$ cat src/rtl/axi4_write_arbiter.sv
// axi4_write_arbiter: round-robin share of the single-beat axi4_master write port.
// Ports: REQ_*/RSP_* requester side, WRITE_* master side, BUSY/GRANT_ID/TIMEOUT status; `AXI4_WR_ARB_TIMEOUT_EN adds a watchdog.
module axi4_write_arbiter #(
  parameter int P_NUM_REQ        = 4,
  parameter int P_ADDR_WIDTH     = 32,
  parameter int P_DATA_WIDTH     = 32,
  parameter int P_TIMEOUT_CYCLES = 1024
) (
  input  logic                              CLOCK,
  input  logic                              RESET,
  input  logic [P_NUM_REQ-1:0]              REQ_VALID,
  input  logic [P_NUM_REQ*P_ADDR_WIDTH-1:0] REQ_ADDR,
  input  logic [P_NUM_REQ*P_DATA_WIDTH-1:0] REQ_DATA,
  output logic [P_NUM_REQ-1:0]              REQ_READY,
  output logic [P_NUM_REQ-1:0]              RSP_DONE,
  output logic [P_NUM_REQ-1:0]              RSP_ERROR,
  output logic                              WRITE_START,
  output logic [P_ADDR_WIDTH-1:0]           WRITE_ADDR,
  output logic [P_DATA_WIDTH-1:0]           WRITE_DATA,
  input  logic                              WRITE_READY,
  input  logic                              WRITE_DONE,
  input  logic                              WRITE_ERROR,
  output logic                              BUSY,
  output logic [$clog2(P_NUM_REQ)-1:0]      GRANT_ID,
  output logic                              TIMEOUT
);

  localparam int IW = $clog2(P_NUM_REQ);

  // bit1 = busy, bit0 = command valid, so both outputs come straight off flops
  typedef enum logic [1:0] {
    S_IDLE  = 2'b00,
    S_ISSUE = 2'b11,
    S_WAIT  = 2'b10
  } state_t;

  state_t state, state_nxt;

  logic [IW-1:0]           rr;
  logic [IW-1:0]           win;
  logic [IW-1:0]           cand;
  logic [IW-1:0]           grant_q;
  logic [P_ADDR_WIDTH-1:0] addr_q;
  logic [P_DATA_WIDTH-1:0] data_q;
  logic [P_NUM_REQ-1:0]    done_q;
  logic [P_NUM_REQ-1:0]    err_q;
  logic                    accept;
  logic                    fin;
  logic                    fin_err;
  logic                    expire_hit;

  // descending scan so the candidate closest to rr is written last
  always_comb begin
    win  = '0;
    cand = '0;
    for (int k = P_NUM_REQ - 1; k >= 0; k--) begin
      cand = IW'((32'(rr) + 32'(k)) % P_NUM_REQ);
      if (REQ_VALID[cand]) win = cand;
    end
  end

  assign accept = (state == S_IDLE) && WRITE_READY && (|REQ_VALID);

  always_comb begin
    REQ_READY = '0;
    if (accept) REQ_READY[win] = 1'b1;
  end

`ifdef AXI4_WR_ARB_TIMEOUT_EN
  localparam int CW = $clog2(P_TIMEOUT_CYCLES + 1);

  logic [CW-1:0] cnt;
  logic          tmo_q;

  // a completion arriving on the expiry edge wins over the watchdog
  assign expire_hit = (state != S_IDLE)
                   && (cnt == CW'(P_TIMEOUT_CYCLES - 1))
                   && !((state == S_WAIT) && WRITE_DONE);

  always_ff @(posedge CLOCK or negedge RESET) begin
    if (!RESET) begin
      cnt   <= '0;
      tmo_q <= 1'b0;
    end else begin
      if (accept)                cnt <= '0;
      else if (state != S_IDLE)  cnt <= cnt + 1'b1;
      if (expire_hit)            tmo_q <= 1'b1;
    end
  end

  assign TIMEOUT = tmo_q;
`else
  assign expire_hit = 1'b0;
  assign TIMEOUT    = 1'b0;
`endif

  always_ff @(posedge CLOCK or negedge RESET) begin
    if (!RESET) state <= S_IDLE;
    else        state <= state_nxt;
  end

  always_comb begin
    state_nxt = state;
    fin       = 1'b0;
    fin_err   = 1'b0;
    unique case (state)
      S_IDLE: begin
        if (accept) state_nxt = S_ISSUE;
      end
      S_ISSUE: begin
        if (expire_hit) begin
          state_nxt = S_IDLE;
          fin       = 1'b1;
          fin_err   = 1'b1;
        end else if (WRITE_READY) begin
          state_nxt = S_WAIT;
        end
      end
      S_WAIT: begin
        if (WRITE_DONE) begin
          state_nxt = S_IDLE;
          fin       = 1'b1;
          fin_err   = WRITE_ERROR;
        end else if (expire_hit) begin
          state_nxt = S_IDLE;
          fin       = 1'b1;
          fin_err   = 1'b1;
        end
      end
      default: state_nxt = S_IDLE;
    endcase
  end

  always_ff @(posedge CLOCK or negedge RESET) begin
    if (!RESET) begin
      rr      <= '0;
      grant_q <= '0;
      addr_q  <= '0;
      data_q  <= '0;
      done_q  <= '0;
      err_q   <= '0;
    end else begin
      done_q <= '0;
      err_q  <= '0;
      if (accept) begin
        grant_q <= win;
        addr_q  <= REQ_ADDR[int'(win)*P_ADDR_WIDTH +: P_ADDR_WIDTH];
        data_q  <= REQ_DATA[int'(win)*P_DATA_WIDTH +: P_DATA_WIDTH];
      end
      if (fin) begin
        done_q[grant_q] <= 1'b1;
        err_q[grant_q]  <= fin_err;
        rr <= (grant_q == IW'(P_NUM_REQ - 1)) ? '0 : grant_q + 1'b1;
      end
    end
  end

  assign WRITE_START = state[0];
  assign BUSY        = state[1];
  assign WRITE_ADDR  = addr_q;
  assign WRITE_DATA  = data_q;
  assign GRANT_ID    = grant_q;
  assign RSP_DONE    = done_q;
  assign RSP_ERROR   = err_q;

endmodule

$ cat config.mk
export PLATFORM = sky130hd
export DESIGN_NAME = axi4_write_arbiter
export DESIGN_NICKNAME = d
export VERILOG_FILES = /design/src/rtl/axi4_write_arbiter.sv
export SDC_FILE = /design/constraint.sdc
export NUM_CORES = 1
export LEC_CHECK = 0
export ABC_AREA = 0
export CAP_MARGIN = 20
export CELL_PAD_IN_SITES_DETAIL_PLACEMENT = 1
export CELL_PAD_IN_SITES_GLOBAL_PLACEMENT = 2
export CORE_AREA = 2 2 156 158
export CTS_CLUSTER_DIAMETER = 120
export DETAILED_ROUTE_END_ITERATION = 10
export DIE_AREA = 0 0 158 160
export MAX_ROUTING_LAYER = met4
export PLACE_DENSITY = 0.94
export RECOVER_POWER = 50
export SLEW_MARGIN = 40
export SYNTH_ARGS = -nofsm -noshare
export SYNTH_HDL_FRONTEND = slang
export SYNTH_SLANG_ARGS = --single-unit
$ cat constraint.sdc
create_clock -name CLOCK -period 4.3 [get_ports CLOCK]
set_input_delay 0.43 -clock CLOCK [delete_from_list [all_inputs] [get_ports CLOCK]]
set_output_delay 0.43 -clock CLOCK [all_outputs]
set_load 0.02 [all_outputs]
; ---- After elaboration in Yosys (flattened, before gate mapping)
; Index checks and enable logic that the tools add are counted.
[op_classes]
add_sub_neg = 4
n_lt_le_gt_ge = 8
n_eq_ne = 6
n_shift = 2
mux = 28
bitwise = 1
reduce_logical = 7
[op_table]
columns = operator, n
row1 = $shiftx A128 B8 Y32, 2
row2 = $lt A2 B3 Y1 const B, 6
row3 = $mux W2, 8
row4 = $mux W4, 3
row5 = $mux W1, 10
row6 = $bmux W1 S2, 4
row7 = $eq A2 B2 Y1 const B, 3
row8 = $ne A2 B2 Y1 const B, 3
row9 = $pmux W2 S3, 1
row10 = $add A2 B1 Y2 const B, 2
row11 = $add A2 B2 Y2 const B, 2
row12 = $and A4 B4 Y4, 1
row13 = $demux W1 S2, 2
row14 = $ge A2 B1 Y1 const B, 2
row15 = $logic_and A1 B1 Y1, 4
row16 = $reduce_or A4 Y1, 1
row17 = $reduce_and A3 Y1, 1
row18 = $logic_not A2 Y1, 1
[totals]
register_bits = 78
output_inout_bits = 81

; ---- Longest topological paths before layout
; Gate-level depths: netlist of run 1.
[logic_depth]
depth_word = 12
ltp_mapped = 7
ltp_nobuf = 5

; ---- Worst setup path before layout of run 1
; OpenSTA, ideal clock, no wires.
[synth_timing]
path_type = register -> output
startpoint = register state[0]
endpoint = output REQ_READY[3]
arrival_ns = 1.650
required_time_ns = 3.870
setup_slack_ns = 2.220
stages_incl_launch_ff = 8
path_buffers = 2
path_cell_list = dfrtp_1 > inv_1 > ha_1 > and3_4 > nand3_2 > buf_6 > buf_8 > nor2_1
[synth_between]
elab_chain_len = 4
[synth_lines]
columns = item, line_no
row1 = start: declaration, 37  ; state_t state, state_nxt;
row2 = start signal: assignment, 99  ; else state <= state_nxt;
row3 = $logic_not A2 Y1, 62  ; assign accept = (state == S_IDLE) && WRITE_READY && (|REQ_VALID);
row4 = $logic_and A1 B1 Y1 (2 in a row), 62
row5 = $mux W4, 66  ; if (accept) REQ_READY[win] = 1'b1;
row6 = end: declaration, 14  ; output logic [P_NUM_REQ-1:0] REQ_READY,
; Every way passes these cells.

; ---- Worst setup path after layout of run 1
[layout_timing]
startpoint = input REQ_VALID[2]
endpoint = output REQ_READY[1]
[layout_between]
elab_chain_len = 11
elab_cells_between_ends = 20
[layout_lines]
columns = item, line_no
row1 = start: declaration, 11  ; input logic [P_NUM_REQ-1:0] REQ_VALID,
row2 = $bmux W1 S2, 58  ; if (REQ_VALID[cand]) win = cand;
row3 = $mux W1 (implied by the code), 58
row4 = $mux W2 (4 in a row), 58
row5 = $lt A2 B3 Y1 (implied by the code) / $ge A2 B1 Y1 (equally long branches), 66
row6 = $logic_and A1 B1 Y1 (implied by the code), 66
row7 = $mux W1 (implied by the code), 66
row8 = $demux W1 S2, 66
row9 = $mux W4 (*), 66
; Mark *: on every way between the ends. The rest lies on a longest branch, timed or not. The select of a mux whose other input is x is not followed.

==> impl_results.md, run 1 <==
* TritonCTS Buffers at 9
* Final wirelength at 19.5 mm
* Mean Syn Cell Area at 12.1 µm²
* Row count at 57
* Via count at 4754
* Number of port buffers at 344
* Placeable Area at 23800 µm²
* Overflow after GRT at 0
* Non-Filler Instances at 1078
* Yosys top cell area share at 38.0%
* Ports at 346
* First-pass GRT wire length at 29.4 mm
* Buffers plus inverters on the worst setup path at 2
* Worst Tran Pin Value at 2.14 ns
* CP Launch Point: REQ_VALID[2]
* Number of synthesized flops with an enable pin at 0
* TritonCTS clock tree: built
* First drt pass iteration count at 4
* Avg WL per Cell at 18.1 µm
* Post-Place Cells at 1062
* Netlist cell types at 31
* Top post-synthesis cells by count: mux2i_1, dfrtp_1, nand2_1, o221ai_2, o221ai_1
* Top cells by area, synth: dfrtp_1, mux2i_1, o221ai_2
* Cells along the critical path: clkdlybuf4s50_1 -> nor2b_1 -> a221o_1 -> a21o_4 -> nor2_1 -> clkdlybuf4s50_1
* CP arrival at 2.51 ns
* Power Density at 542 nW/µm²
* Synth Area in XOR/XNOR at 0%
* Crit-path leading delay family: buffers and inverters
* Worst path max stage delay at 0.65 ns
* Period utilization at 68.4%
* RSZ-0062 raised after global routing: false
* Total power at 4.89 mW
* Global router's overall resource usage at 15.5%
* Worst-path cell with the longest stage delay: clkdlybuf4s50_1
* Sinks on the clock net at 78
* Synth Flop Type: dfrtp_1
* Kind of critical path: primary input to output pin
* Die width at 158 µm
* DR iter-0 viols at 123
* Worst VDD drop at 0.000253 V
* # Max-Cap Violations at 1
* Postcts setup bufs at 0
* Setup crit end: REQ_READY[1]
* DR DRC count at 0
* Multiplexer share of the synthesized area at 26.0%
* Syn nets at 696
* Share of cells above drive strength 1 at 10.7%
* Compound-Gate Fraction of Synth Area at 18.2%
* Yosys warns at 0
* Count leader, synth: mux2i_1
* Reg2Reg Depth at 6
* Vias in the first global route at 5289
* Setup Viol. Count Final at 0
* Fraction of registers with async set/reset at 100%
* Fin Setup TNS at 0 ns
* Skew final at 0.0145 ns
* GP Congestion at 0.752
* Final ANT Viol Nets at 0
* Worst R2R Setup Slack at 2.03 ns
* CP Launch Type: primary input
* Root Buffer: clkbuf_16
* Die area at 25300 µm²
* Die height at 160 µm
* Rel. slew slack at -42.5%
* Crit path depth at 6
* Initial Util at 21.6%
* Critical-path maximum fanout at 5
* Layout Nets at 1022
* RR Endpoint: state[0]
* Worst Hold Class: flip-flop to flip-flop
* Tmin final at 2.94 ns
* Largest net degree at the start of global routing at 79
* Leading area contributor after synthesis: dfrtp_1
* Post-CTS resize count at 0
* Main combinational cell family by area after synthesis: multiplexers
* DP Wirelength at 14.7 mm
* H-tree Lvls at 3
* Area grow syn2layout at 75.5%
* Drt via density at 4.41
* Max Buffers Root-to-Sink at 2
* Yosys reg bits at 78
* Crit path top cell by count: clkdlybuf4s50_1
* Leakage at 3.86 nW
* Seq/Total Area, Yosys at 38.0%
* Max Transition Viols Final at 79
* R2R Path Start: state[0]
* Synthesized area at 5140 µm²
* Crit end category: output pin
* Initial antenna violation count at 0
* Failing checks: capacitance limit, slew limit
* Adder-cell share of the synthesized area at 1.95%
* Inserted Diodes at 0
* WP data required at 3.87 ns
* Clk slew on worst S/H paths at 0.06 ns
* Hold Slack at 0.481 ns
* Final hold violation count at 0
* Post-Syn Instances at 423
* Status: finished with violations
* Post-synthesis simple-gate area fraction at 7.62%
* Worst-Skew Late Latency at 0.34 ns
* Fmax at 0.340 GHz
* Hold buffer count at cts at 0
==> worst min-delay path: stages, from the launching register on <==
cell,delay (ns)
dfrtp_1,0.33
nand2_1,0.06
o221ai_2,0.05
==> power breakdown <==
part / switching, mW / internal, mW
clock network: 0.331 / 0.449
logic: 1.47 / 1.39
registers: 0.189 / 1.06
==> cells by family (layout without fill, tap and decap cells) <==
kind of cell | count (synthesis) | count (layout)
mux | 133 | 133
simple gates | 87 | 87
flops | 78 | 78
compound gates | 72 | 72
buf+inv | 44 | 375
fa+ha+maj | 8 | 8
other cells | 1 | 1
==> layout by cell type (no fill, tap or decap) <==
cell type and instances:
nand3_4 1, clkinvlp_4 3, a222oi_1 1, a21boi_1 1
and2_0 3, o221ai_2 49, or3b_1 1, clkinv_2 2
nand3_2 1, clkdlybuf4s50_1 313, and3_4 1, and2_1 2
clkbuf_16 9, dfrtp_1 78, o21ai_1 2, mux2i_1 130
a21o_4 1, bufinv_16 1, nor2b_1 4, buf_4 3
o221ai_1 15, o21bai_1 1, clkbuf_1 1, conb_1 1
buf_12 3, clkbuf_2 1, a221o_1 1, inv_1 7
nand2_1 66, mux2_2 2, buf_8 2, nor2_1 3
or4_4 1, ha_1 8, mux2_1 1, dlygate4sd3_1 30
and3_1 4, o221ai_4 1
==> registers in the layout (all words and copies together), names as in the netlist <==
| name | cells |
|---|---|
| GRANT_ID | 2 |
| RSP_DONE | 4 |
| RSP_ERROR | 4 |
| WRITE_ADDR | 32 |
| WRITE_DATA | 32 |
| rr | 2 |
| state | 2 |
==> how the worst min path moves through the flow <==
| stage | slack (ns) | cells after the start | from | end |
|---|---|---|---|---|
| finish | 0.48 | 2 | WRITE_ADDR[18] | WRITE_ADDR[18] |
| global route | 0.51 | 2 | WRITE_DATA[4] | WRITE_DATA[4] |
| CTS | 0.17 | 1 | RESET | RSP_DONE[0] |
| detailed placement | 0.47 | 2 | WRITE_DATA[18] | WRITE_DATA[18] |
| global placement | 0.47 | 2 | WRITE_ADDR[3] | WRITE_ADDR[3] |
| floorplan | 0.13 | 0 | RESET | GRANT_ID[0] |
==> metal layers <==
| metal | part of all wire, % | GRT usage, % | vias to the layer above |
|---|---|---|---|
| met1 | 40 | 17.4 | 2289 |
| met5 | 0 | - | - |
| met3 | 7.2 | 3.93 | 24 |
| met2 | 50 | 27.1 | 195 |
| met4 | 2.1 | 4.30 | 0 |
| li1 | - | - | 2246 |
==> stage by stage <==
| step | area (µm²) | worst slack (ns) | utilization [%] |
|---|---|---|---|
| after floorplan | 5140 | 2.22 | - |
| after global placement | 8700 | 1.06 | 36.5 |
| after detailed placement | 8730 | 1.26 | 36.7 |
| after CTS | 9020 | 1.36 | 37.9 |
| after global routing | 9020 | 1.26 | 37.9 |
| final | 9020 | 1.36 | 37.9 |
==> cell type report <==
type / count / area [µm²]
clock buffer: 10 / 229
clock inverter: 6 / 62.6
fill: 2656 / 14800
inverter: 7 / 26.3
multi-input combinational: 301 / 2790
sequential: 78 / 1950
tap: 324 / 405
timing repair buffer: 352 / 3550
No activity file was read; power rests on OpenSTA's default activity.
==> inputs of run 2 (changes only) <==
--- a/config.mk
+++ b/config.mk
@@ -9,12 +9,12 @@
 export CAP_MARGIN = 20
 export CELL_PAD_IN_SITES_DETAIL_PLACEMENT = 1
 export CELL_PAD_IN_SITES_GLOBAL_PLACEMENT = 2
-export CORE_AREA = 2 2 156 158
+export CORE_AREA = 2 2 168 170
 export CTS_CLUSTER_DIAMETER = 120
 export DETAILED_ROUTE_END_ITERATION = 10
-export DIE_AREA = 0 0 158 160
+export DIE_AREA = 0 0 170 172
 export MAX_ROUTING_LAYER = met4
-export PLACE_DENSITY = 0.94
+export PLACE_DENSITY = 0.87
 export RECOVER_POWER = 50
 export SLEW_MARGIN = 40
 export SYNTH_ARGS = -nofsm -noshare
==> constraint.sdc (replaced) <==
create_clock -name CLOCK -period 2.65 [get_ports CLOCK]
set_input_delay 0.265 -clock CLOCK [delete_from_list [all_inputs] [get_ports CLOCK]]
set_output_delay 0.265 -clock CLOCK [all_outputs]
set_load 0.02 [all_outputs]
==> impl_results.md, run 2 (synthesized netlist as in run 1, its figures left out) <==
* Area grow syn2layout at 76.6%
* Worst Hold Class: flip-flop to flip-flop
* CP Launch Type: primary input
* Row count at 61
* Worst VDD drop at 0.000481 V
* Power Density at 871 nW/µm²
* Fin Setup TNS at 0 ns
* Critical-path maximum fanout at 5
* Root Buffer: clkbuf_16
* WP data required at 2.38 ns
* DR DRC count at 0
* Cells along the critical path: clkdlybuf4s50_1 -> nor2b_1 -> a221o_1 -> a21o_4 -> nor2b_1 -> clkdlybuf4s50_1
* Kind of critical path: primary input to output pin
* Layout Nets at 1024
* Ports at 346
* Overflow after GRT at 0
* Max Transition Viols Final at 0
* Die height at 172 µm
* Largest net degree at the start of global routing at 68
* Post-CTS resize count at 0
* Setup Viol. Count Final at 0
* Hold Slack at 0.485 ns
* Die area at 29200 µm²
* Total power at 7.91 mW
* Max Buffers Root-to-Sink at 2
* Fmax at 0.394 GHz
* Via count at 4786
* First drt pass iteration count at 4
* Share of cells above drive strength 1 at 10.8%
* Skew final at 0.00898 ns
* Final wirelength at 20.1 mm
* Clk slew on worst S/H paths at 0.06 ns
* Worst-Skew Late Latency at 0.34 ns
* Initial Util at 18.7%
* H-tree Lvls at 3
* TritonCTS Buffers at 9
* Drt via density at 4.34
* CP arrival at 2.27 ns
* First-pass GRT wire length at 29.5 mm
* Crit end category: output pin
* Leakage at 3.88 nW
* Worst-path cell with the longest stage delay: clkdlybuf4s50_1
* # fillers at 3079
* Placeable Area at 27500 µm²
* # Max-Cap Violations at 0
* Worst path max stage delay at 0.61 ns
* Most frequent cells in the layout: clkdlybuf4s50_1, mux2i_1, dfrtp_1
* GP Congestion at 0.765
* Avg WL per Cell at 18.2 µm
* Tmin final at 2.54 ns
* Post-DP Area at 8800 µm²
* DR iter-0 viols at 139
* Final ANT Viol Nets at 0
* Number of port buffers at 344
* Global router's overall resource usage at 13.6%
* Initial antenna violation count at 1
* Status: completed
* Place WS at 0.101 ns
* RSZ-0062 raised after global routing: false
* Commonest non-fill, non-tap cell in the layout: clkdlybuf4s50_1
* Final setup margin at 0.113 ns
* Hold buffer count at cts at 1
* Post-route cell area at 9070 µm²
* Vias in the first global route at 5136
* Multi-input logic area at 2790 µm²
* Die width at 170 µm
* Period utilization at 95.8%
* Worst Tran Pin Value at 0.987 ns
* Postcts setup bufs at 0
* Register area at 1950 µm²
* DP Wirelength at 15.2 mm
* TritonCTS clock tree: built
* Rel. slew slack at 34.2%
* Final hold violation count at 0
* Sinks on the clock net at 78
## run 2: cell types whose count changed in the layout (fill, tap and decap cells not counted), moves of 2 or more
cell / before / now
clkinvlp_4: 3 / 1
clkinv_4: 0 / 2
buf_12: 3 / 6
buf_8: 2 / 0
## run 2: routing by layer
layer  track usage (%)  vias to the layer above  wire, µm
met5                 -                        -         0
met4              2.75                        0       202
met3              3.32                       14      1380
met2              24.2                      190     10100
met1              15.5                     2334      8410
li1                  -                     2248         -
## run 2: area by class of cell
type,count,share of cell area (%)
diodes,1,0.0276
clock buffers,11,2.68
clock inverters,5,0.386
inverters,7,0.290
multi-input cells,301,30.8
flip-flops and latches,78,21.5
well taps,346,4.77
repair buffers,354,39.6
## run 2: stage by stage
step	cells	utilization (%)
2_1_floorplan	423	-
3_3_place_gp	1085	32.0
3_5_place_dp	1085	32.0
4_1_cts	1102	33.1
5_1_grt	1103	33.0
6_report	1103	33.0
## run 2: critical path: cells and delay by family
family                 cells  cell delay [ns]
buffers and inverters      2             1.10
AO/OA/AOI/OAI              2             0.63
AND/OR/NAND/NOR            2             0.27
## run 2: worst paths after layout
path	cells past startpoint	end	slack [ns]	startpoint
setup / recovery	6	REQ_READY[0]	0.11	REQ_VALID[2]
hold / removal	2	WRITE_ADDR[11]	0.48	WRITE_ADDR[11]
setup reg to reg	6	state[0]	0.53	state[0]
hold reg to reg	2	WRITE_ADDR[11]	0.48	WRITE_ADDR[11]
max in group asynchronous	3	WRITE_ADDR[22]	0.67	RESET
min in group asynchronous	2	WRITE_ADDR[7]	0.60	RESET
## run 2: report_power, final
| group | leakage (nW) | switching [mW] | internal, mW |
|---|---|---|---|
| Clock | 0.135 | 0.544 | 0.662 |
| Sequential | 0.981 | 0.325 | 1.72 |
| Combinational | 2.76 | 2.39 | 2.26 |
| Total | 3.88 | 3.26 | 4.64 |
